### src/rtl/controlador_de_acesso_pkg.sv
// Shared definitions for the access controller: FSM states, comparator
// verdict codes, null user code and grant counter width.
package controlador_de_acesso_pkg;

    // Controller states.
    typedef enum logic [1:0] {
        LIVRE  = 2'd0,
        EM_USO = 2'd1,
        TROCA  = 2'd2,
        ERRO   = 2'd3
    } estado_t;

    // Comparator verdicts on S.
    localparam logic [1:0] NENHUM   = 2'b00;
    localparam logic [1:0] INTERF1  = 2'b01;
    localparam logic [1:0] INTERF0  = 2'b10;
    localparam logic [1:0] INVALIDO = 2'b11;

    // "No user" code.
    localparam logic [2:0] CODIGO_NULO = 3'b000;

    // Width of the grant down-counter.
    localparam int LARGURA_CONT = 8;

    // One-hot grant for an interface index (0 -> 01, 1 -> 10).
    function automatic logic [1:0] concede_de(input logic interf);
        return interf ? 2'b10 : 2'b01;
    endfunction

endpackage

### src/rtl/controlador_de_acesso_contador.sv
// Grant-length down-counter: load, decrement (saturating at zero), zero flag.
module contador_uso
    import controlador_de_acesso_pkg::*;
(
    input  logic                    clk,
    input  logic                    rst_n,
    input  logic                    i_carregar,
    input  logic [LARGURA_CONT-1:0] i_valor,
    input  logic                    i_decrementar,
    output logic [LARGURA_CONT-1:0] o_contagem,
    output logic                    o_zero
);

    logic [LARGURA_CONT-1:0] r_contagem;

    // Load has priority over decrement; never wraps below zero.
    always_ff @(posedge clk or negedge rst_n) begin
        if (!rst_n) begin
            r_contagem <= '0;
        end else if (i_carregar) begin
            r_contagem <= i_valor;
        end else if (i_decrementar && (r_contagem != '0)) begin
            r_contagem <= r_contagem - 1'b1;
        end
    end

    assign o_contagem = r_contagem;
    assign o_zero     = (r_contagem == '0);

endmodule

### src/rtl/controlador_de_acesso.sv
// Access controller: grants a shared resource to one of two interfaces
// based on the external comparator verdict, keeps a one-entry wait slot
// for the loser, and hands over after a dead cycle when the grant ends.
// All outputs are registered.
//
// There is no valid/ready handshake here: S is a level verdict, sampled
// only while the resource is free (LIVRE); liberar is a level sampled only
// while a grant is active (EM_USO). Any other input is ignored.
module controlador_de_acesso
    import controlador_de_acesso_pkg::*;
#(
    parameter int TEMPO_USO = 8
) (
    input  logic       clk,
    input  logic       rst_n,
    input  logic [2:0] User0,
    input  logic [2:0] User1,
    input  logic [1:0] S,
    input  logic [2:0] UserMenorPrioridade,
    input  logic       liberar,
    output logic [1:0] concede,
    output logic [2:0] usuarioAtivo,
    output logic [2:0] usuarioEspera,
    output logic       esperaValida,
    output logic       erro,
    output estado_t    o_estado
);

    // Counter is loaded with TEMPO_USO-1 so the grant lasts TEMPO_USO cycles.
    localparam logic [LARGURA_CONT-1:0] CARGA = LARGURA_CONT'(TEMPO_USO - 1);

    estado_t    r_estado;
    logic [1:0] r_concede;
    logic [2:0] r_usuario_ativo;
    logic [2:0] r_usuario_espera;
    logic       r_espera_valida;
    logic       r_interf_espera;
    logic       r_erro;

    estado_t    w_estado_prox;
    logic [1:0] w_concede_prox;
    logic [2:0] w_usuario_ativo_prox;
    logic [2:0] w_usuario_espera_prox;
    logic       w_espera_valida_prox;
    logic       w_interf_espera_prox;
    logic       w_erro_prox;
    logic       w_carregar;
    logic       w_decrementar;
    logic       w_zero;
    logic [LARGURA_CONT-1:0] w_contagem;

    contador_uso u_contador (
        .clk           (clk),
        .rst_n         (rst_n),
        .i_carregar    (w_carregar),
        .i_valor       (CARGA),
        .i_decrementar (w_decrementar),
        .o_contagem    (w_contagem),
        .o_zero        (w_zero)
    );

    // State and registered outputs.
    always_ff @(posedge clk or negedge rst_n) begin
        if (!rst_n) begin
            r_estado         <= LIVRE;
            r_concede        <= 2'b00;
            r_usuario_ativo  <= CODIGO_NULO;
            r_usuario_espera <= CODIGO_NULO;
            r_espera_valida  <= 1'b0;
            r_interf_espera  <= 1'b0;
            r_erro           <= 1'b0;
        end else begin
            r_estado         <= w_estado_prox;
            r_concede        <= w_concede_prox;
            r_usuario_ativo  <= w_usuario_ativo_prox;
            r_usuario_espera <= w_usuario_espera_prox;
            r_espera_valida  <= w_espera_valida_prox;
            r_interf_espera  <= w_interf_espera_prox;
            r_erro           <= w_erro_prox;
        end
    end

    // Next state and next registered outputs.
    always_comb begin
        w_estado_prox         = r_estado;
        w_concede_prox        = r_concede;
        w_usuario_ativo_prox  = r_usuario_ativo;
        w_usuario_espera_prox = r_usuario_espera;
        w_espera_valida_prox  = r_espera_valida;
        w_interf_espera_prox  = r_interf_espera;
        w_erro_prox           = 1'b0;
        w_carregar            = 1'b0;
        w_decrementar         = 1'b0;

        case (r_estado)
            LIVRE: begin
                case (S)
                    INTERF0, INTERF1: begin
                        w_estado_prox        = EM_USO;
                        w_carregar           = 1'b1;
                        w_concede_prox       = concede_de(S == INTERF1);
                        w_usuario_ativo_prox = (S == INTERF1) ? User1 : User0;
                        // The loser (the other interface) waits, if there is one.
                        if (UserMenorPrioridade != CODIGO_NULO) begin
                            w_usuario_espera_prox = UserMenorPrioridade;
                            w_espera_valida_prox  = 1'b1;
                            w_interf_espera_prox  = (S == INTERF0);
                        end
                    end
                    INVALIDO: begin
                        w_estado_prox = ERRO;
                        w_erro_prox   = 1'b1;
                    end
                    default: ;
                endcase
            end

            EM_USO: begin
                w_decrementar = 1'b1;
                // Counter at zero and liberar together still give one exit.
                if (w_zero || liberar) begin
                    w_concede_prox       = 2'b00;
                    w_usuario_ativo_prox = CODIGO_NULO;
                    w_estado_prox        = r_espera_valida ? TROCA : LIVRE;
                end
            end

            TROCA: begin
                w_estado_prox         = EM_USO;
                w_carregar            = 1'b1;
                w_concede_prox        = concede_de(r_interf_espera);
                w_usuario_ativo_prox  = r_usuario_espera;
                w_usuario_espera_prox = CODIGO_NULO;
                w_espera_valida_prox  = 1'b0;
            end

            ERRO: begin
                w_estado_prox = LIVRE;
            end

            default: begin
                w_estado_prox = LIVRE;
            end
        endcase
    end

    assign concede       = r_concede;
    assign usuarioAtivo  = r_usuario_ativo;
    assign usuarioEspera = r_usuario_espera;
    assign esperaValida  = r_espera_valida;
    assign erro          = r_erro;
    assign o_estado      = r_estado;

endmodule

### config.mk
export PLATFORM = sky130hd
export DESIGN_NAME = controlador_de_acesso
export DESIGN_NICKNAME = d
export VERILOG_FILES = /design/src/rtl/controlador_de_acesso_pkg.sv /design/src/rtl/controlador_de_acesso_contador.sv /design/src/rtl/controlador_de_acesso.sv
export SDC_FILE = /design/constraint.sdc
export NUM_CORES = 1
export LEC_CHECK = 0
export ABC_AREA = 1
export CORE_UTILIZATION = 38
export CTS_CLUSTER_DIAMETER = 200
export DETAILED_ROUTE_END_ITERATION = 8
export HOLD_SLACK_MARGIN = 0.05
export PLACE_DENSITY_LB_ADDON = 0.05
export SLEW_MARGIN = 0
export SYNTH_ARGS = -nofsm -noshare
export SYNTH_HDL_FRONTEND = slang
export SYNTH_HIERARCHICAL = 1
export SYNTH_SLANG_ARGS = --single-unit
### constraint.sdc
create_clock -name clk -period 3.02 [get_ports clk]
set_input_delay 0.302 -clock clk [delete_from_list [all_inputs] [get_ports clk]]
set_output_delay 0.302 -clock clk [all_outputs]
set_load 0.05 [all_outputs]
# Yosys cells after proc, flatten, opt, wreduce, memory -nomap -nowiden
# Index checks and enable logic that the tools add are counted.
# totals
mem_bits_ro	0
ram_bits	0
latchBits	0
memories	0
register_bits	21
elab_cells	59
inputBits	14
# classes
eq_ne	10
multipliers	0
shift	0
bitwise	0
muxes	26
n_lt_le_gt_ge	0
reduce_logical	14
n_div	0
addsub	1
# op_table
operator	count
two-way mux 8 bit	2
two-way mux 3 bit	5
two-way mux 2 bit	6
one-hot mux 3 bit (3 select lines)	1
AND reduction 3 bit	3
== test 2 bit, second input constant	4
logical NOT 8 bit	1
one-hot mux 2 bit (4 select lines)	1
nonzero test 8 bit	1
subtractor 8 x 1 -> 8 bit, second input constant	1
two-way mux 1 bit	6
one-hot mux 2 bit (3 select lines)	1
one-hot mux 3 bit (2 select lines)	1
nonzero test 3 bit	2
== test 2 x 1 -> 1 bit, second input constant	2
inequality test 2 bit, second input constant	2
one-hot mux 1 bit (2 select lines)	2
one-hot mux 2 bit (2 select lines)	1
nonzero test 2 bit	2
inequality test 3 x 1 -> 1 bit, second input constant	1
logical NOT 2 bit	1
inequality test 2 x 1 -> 1 bit, second input constant	1
AND reduction 2 bit	1
OR reduction 2 bit	1
2 further kinds	2

# Longest topological paths before layout
# logic_depth
depth_word	5
mapped_depth	11

# Cells and area by module
# The synthesis kept the hierarchy.
# modules_own_cells
module	cells_each	seq_area_each_um2	instances	area_each_um2
controlador_de_acesso	116	325.3	1	862.1
contador_uso	93	200.2	1	596.8

# Least setup slack after synthesis
# No wires, ideal clock.
# synth_path
path_kind	reg2reg
startpoint	reg r_estado[0] (netlist: o_estado[0])
endpoint	reg u_contador.r_contagem[0] (netlist: u_contador/o_contagem[0])
setup_slack_ps	969
n_path_buf	1
arrival_time_ps	1926
setup_ps	125
stages_incl_launch_ff	11
required_ps	2895
synth_period_minus_slack_ps	2051
path_cell_list	dfrtp_1 inv_1 ha_1 inv_1 nor2_4 nor2_1 a21oi_1 clkbuf_1 o21ai_0 nand2_1 o21ai_1
# synth_lines
element	line_no	text
from (decl)	controlador_de_acesso.sv:32	estado_t r_estado;
from (signal assigned)	controlador_de_acesso.sv:73	r_estado <= w_estado_prox;
== test 2 bit or logical NOT 2 bit (tied branches)	controlador_de_acesso.sv:95	case (r_estado)
one-hot mux 1 bit (2 select lines) (*)	controlador_de_acesso.sv:95	
named net w_carregar	controlador_de_acesso.sv:47	logic w_carregar;
two-way mux 8 bit or nonzero test 2 bit (tied branches)	n/a	
to (signal assigned)	controlador_de_acesso_contador.sv:21	r_contagem <= i_valor;
to (signal assigned)	controlador_de_acesso_contador.sv:23	r_contagem <= r_contagem - 1'b1;
to (decl)	controlador_de_acesso_contador.sv:14	logic [LARGURA_CONT-1:0] r_contagem;
# Mark *: on every way through the listed nets, which the timed path passes. The rest lies on a longest branch.
# A chain may end at the register's enable or synchronous reset.

# Worst setup path in the final report
# layout_path
startpoint	in S[0]
endpoint	reg u_contador.r_contagem[3] (netlist: u_contador/o_contagem[3])
# layout_between
elab_chain_len	5
# layout_lines
element	line_no	text
from (decl)	controlador_de_acesso.sv:18	input logic [1:0] S,
== test 2 x 1 -> 1 bit or == test 2 bit (tied branches)	controlador_de_acesso.sv:97	case (S)
OR reduction 2 bit (*)	controlador_de_acesso.sv:97	
two-way mux 1 bit (*)	controlador_de_acesso.sv:97	
one-hot mux 1 bit (2 select lines) (*)	controlador_de_acesso.sv:95	
named net w_carregar	controlador_de_acesso.sv:47	
two-way mux 8 bit or nonzero test 2 bit (tied branches)	n/a	
# Marked as above.

==> run metrics <==
HP Class=flip-flop to flip-flop; crit start category=input port; clk root buf=clkbuf_8; synth cell count leaders=75 x nand2_1, 33 x nand3_1, 23 x inv_1; DR vias/cell=4.51; ys async rst share=1.00; sequential power share=0.268; max_cap viols=0; initial core utilization=0.398; Layout area overhead=26.1%; top_reg_cell synth=dfrtp_1; PD cells=1090 nW/um^2; worst slew pin tran=1010 ps; Synth area leader=dfrtp_1; ant diodes=0; area share of the largest cell type after synthesis=0.360; Max Clock Freq=0.522 GHz; First-pass DRT Iterations=4; routed via count=1312; Yosys cell types=24; count leader, synth=nand2_1; fraction of the yosys area taken by sequential cells=0.360; gpl congestion=0.786; # rows=22; Hold Path Depth=2; gr usage total=0.166; critical path arrival=2080 ps; Reg2Reg Capture Point=u_contador/o_contagem[3]$_DFFE_PN0P_; slowest CP cell=clkdlybuf4s50_1; share of cells above drive strength 1=0.0741; hold path start=usuarioAtivo[1]$_DFFE_PN0P_; Setup crit end kind=flip-flop; GRT overflow=0; clock buffers created by TritonCTS=3; cells after synthesis=209; I/O Buffers=25; IO Pins=26; Worst Reg-to-Reg Cells=11; Avg Inst Size Synth=6.98 sq um; Final Cell Area=between 1500 and 2000 sq um; Comb pwr share=0.635; Clock Path Buffers=2; endpoints failing setup=0; vias in the first global route=about 1200; CP top delay family=buffers and inverters; status=finished clean; Area after DPL=1790 sq um; r2r setup slk=1170 ps; Slew Limit Fails=0; CP required=3180 ps; max_slew headroom=0.327; Warnings, synthesis=6; maximum VDD drop=0.510 mV; Net Sw Power=1050 uW; Sw Ratio=0.525; Hold Path End=usuarioAtivo[1]$_DFFE_PN0P_; Die X=64.0 um; Final nets=270; post-layout util=0.502; crit share post-route=0.634; die area=between 4000 and 5000 sq um; Worst-path clk slew=~90 ps; Clock Skew=4.38 ps; largest net degree at the start of global routing=22; pre-CTS WS=800 ps; synthesized area=1460 sq um; Final ANT Viol Nets=0; FILL cells=367; Clk pwr share=0.098; #FFs+latches synth=21; crit-path max cell delay=about 500 ps; DRT Wirelength=3050 um; # Post-CTS Setup Buffers=0; hold slack=484 ps; number of flops mapped to enable cells by yosys=0; clk sinks=21; first-iteration detailed-routing DRC count=66; Die Height=~64 um; TritonCTS clock tree=built; Buf+Inv Stages, Crit Path=4; Final Hold Viols=0; global-route wire length before repair=about 5200 um; RSZ-0062 raised after global routing=false; kind of critical path=input port to flip-flop; core area=~3700 sq um; Final WS setup=1110 ps; top cells by area, synth=dfrtp_1 36%, nand2_1 19%, nand3_1 11%; crit-path cells=clkdlybuf4s50_1, inv_1, ha_1, nor2_4, nor2_1, a21oi_1, inv_1, nand2_4, clkinv_2, nand2_1, nand2_1; setup total negative slack=0 ps; H-tree levels=1; crit-path max FO=8; cts hold-fix bufs=0; dpl hpwl=2350 um; DRC=0; cell-internal power=951 uW; worst-skew pair later-pin latency=between 200 and 300 ps; leakage=0.000962 uW; r2r startpoint=o_estado[0]$_DFFE_PN0P_; initial antenna violation count=0; cts repair resizes=0; Tmin final=1910 ps; routed len/inst=10.5 um
[cell families after synthesis]
family,synth area share
simple gates,0.413
buf+inv,0.0686
compound gates,0.0446
other cells,0.00515
xor+xnor,0.00600
fa+ha+maj,0.103
flops,0.360
[final cells by class]
| class | count | area, sq um | share of cell area |
|---|---|---|---|
| clock buffer | 3 | 41.3 | 0.0224 |
| clock inverter | 1 | 7.51 | 0.00408 |
| inverter | 24 | 91.3 | 0.0497 |
| multi-input combinational | 168 | 856 | 0.465 |
| sequential | 21 | 526 | 0.286 |
| tap | 48 | 60.1 | 0.0327 |
| timing repair buffer | 26 | 258 | 0.140 |
[tightest hold or removal path, stage by stage (launching register included)]
cell,delay [ps]
dfrtp_1,350
nand2_1,50
nand2_1,50
[layer usage]
| layer | vias to the layer above | GRT usage | routed length [um] |
|---|---|---|---|
| li1 | 715 | - | - |
| met1 | 576 | 0.231 | 1580 |
| met2 | 17 | 0.250 | 1330 |
| met3 | 4 | 0.0250 | 80 |
| met4 | 0 | 0.0767 | 53 |
| met5 | - | 0 | 0 |
[flip-flops by register name (all words and copies together) (netlist names)]
signal                 cells
concede                    2
erro                       1
esperaValida               1
o_estado                   2
r_interf_espera            1
u_contador/o_contagem      8
usuarioAtivo               3
usuarioEspera              3
[how the worst max path moves through the flow]
| stage | slack (ps) | cells after the start | endpoint | start |
|---|---|---|---|---|
| 2_1_floorplan | 970 | 10 | u_contador/o_contagem[0]$_DFFE_PN0P_ | o_estado[0]$_DFFE_PN0P_ |
| 3_3_place_gp | 830 | 11 | u_contador/o_contagem[3]$_DFFE_PN0P_ | S[0] |
| 3_5_place_dp | 800 | 11 | u_contador/o_contagem[3]$_DFFE_PN0P_ | S[0] |
| 4_1_cts | 1090 | 11 | u_contador/o_contagem[3]$_DFFE_PN0P_ | S[0] |
| 5_1_grt | 920 | 11 | u_contador/o_contagem[3]$_DFFE_PN0P_ | S[0] |
| 6_report | 1110 | 11 | u_contador/o_contagem[3]$_DFFE_PN0P_ | S[0] |
[metrics by stage]
step	std cells	power (uW)
finish	291	2000
global placement	287	1820
CTS	291	2020
global route	291	2190
floorplan	215	1480
detailed placement	287	1810
[layout by cell type (no fill, tap or decap), types with 2 or more instances in the layout]
| master | Yosys | layout |
|---|---|---|
| clkbuf_8 | 0 | 3 |
| clkdlybuf4s50_1 | 0 | 25 |
| conb_1 | 2 | 8 |
| dfrtp_1 | 21 | 21 |
| ha_1 | 12 | 12 |
| inv_1 | 23 | 23 |
| nand2_1 | 75 | 75 |
| nand2_2 | 5 | 5 |
| nand3_1 | 33 | 33 |
| nand4_1 | 2 | 2 |
| nor2_1 | 16 | 16 |
| o21ai_0 | 5 | 5 |
| o21ai_1 | 2 | 2 |
[power by group through the flow]
stage	sequential [uW]	combinational [uW]	clock, uW
floorplan	745	734	0
global placement	541	1280	0
detailed placement	540	1270	0
CTS	535	1280	208
global route	552	1420	217
finish	536	1270	196
Note: power is estimated with default switching activity, not from simulation.
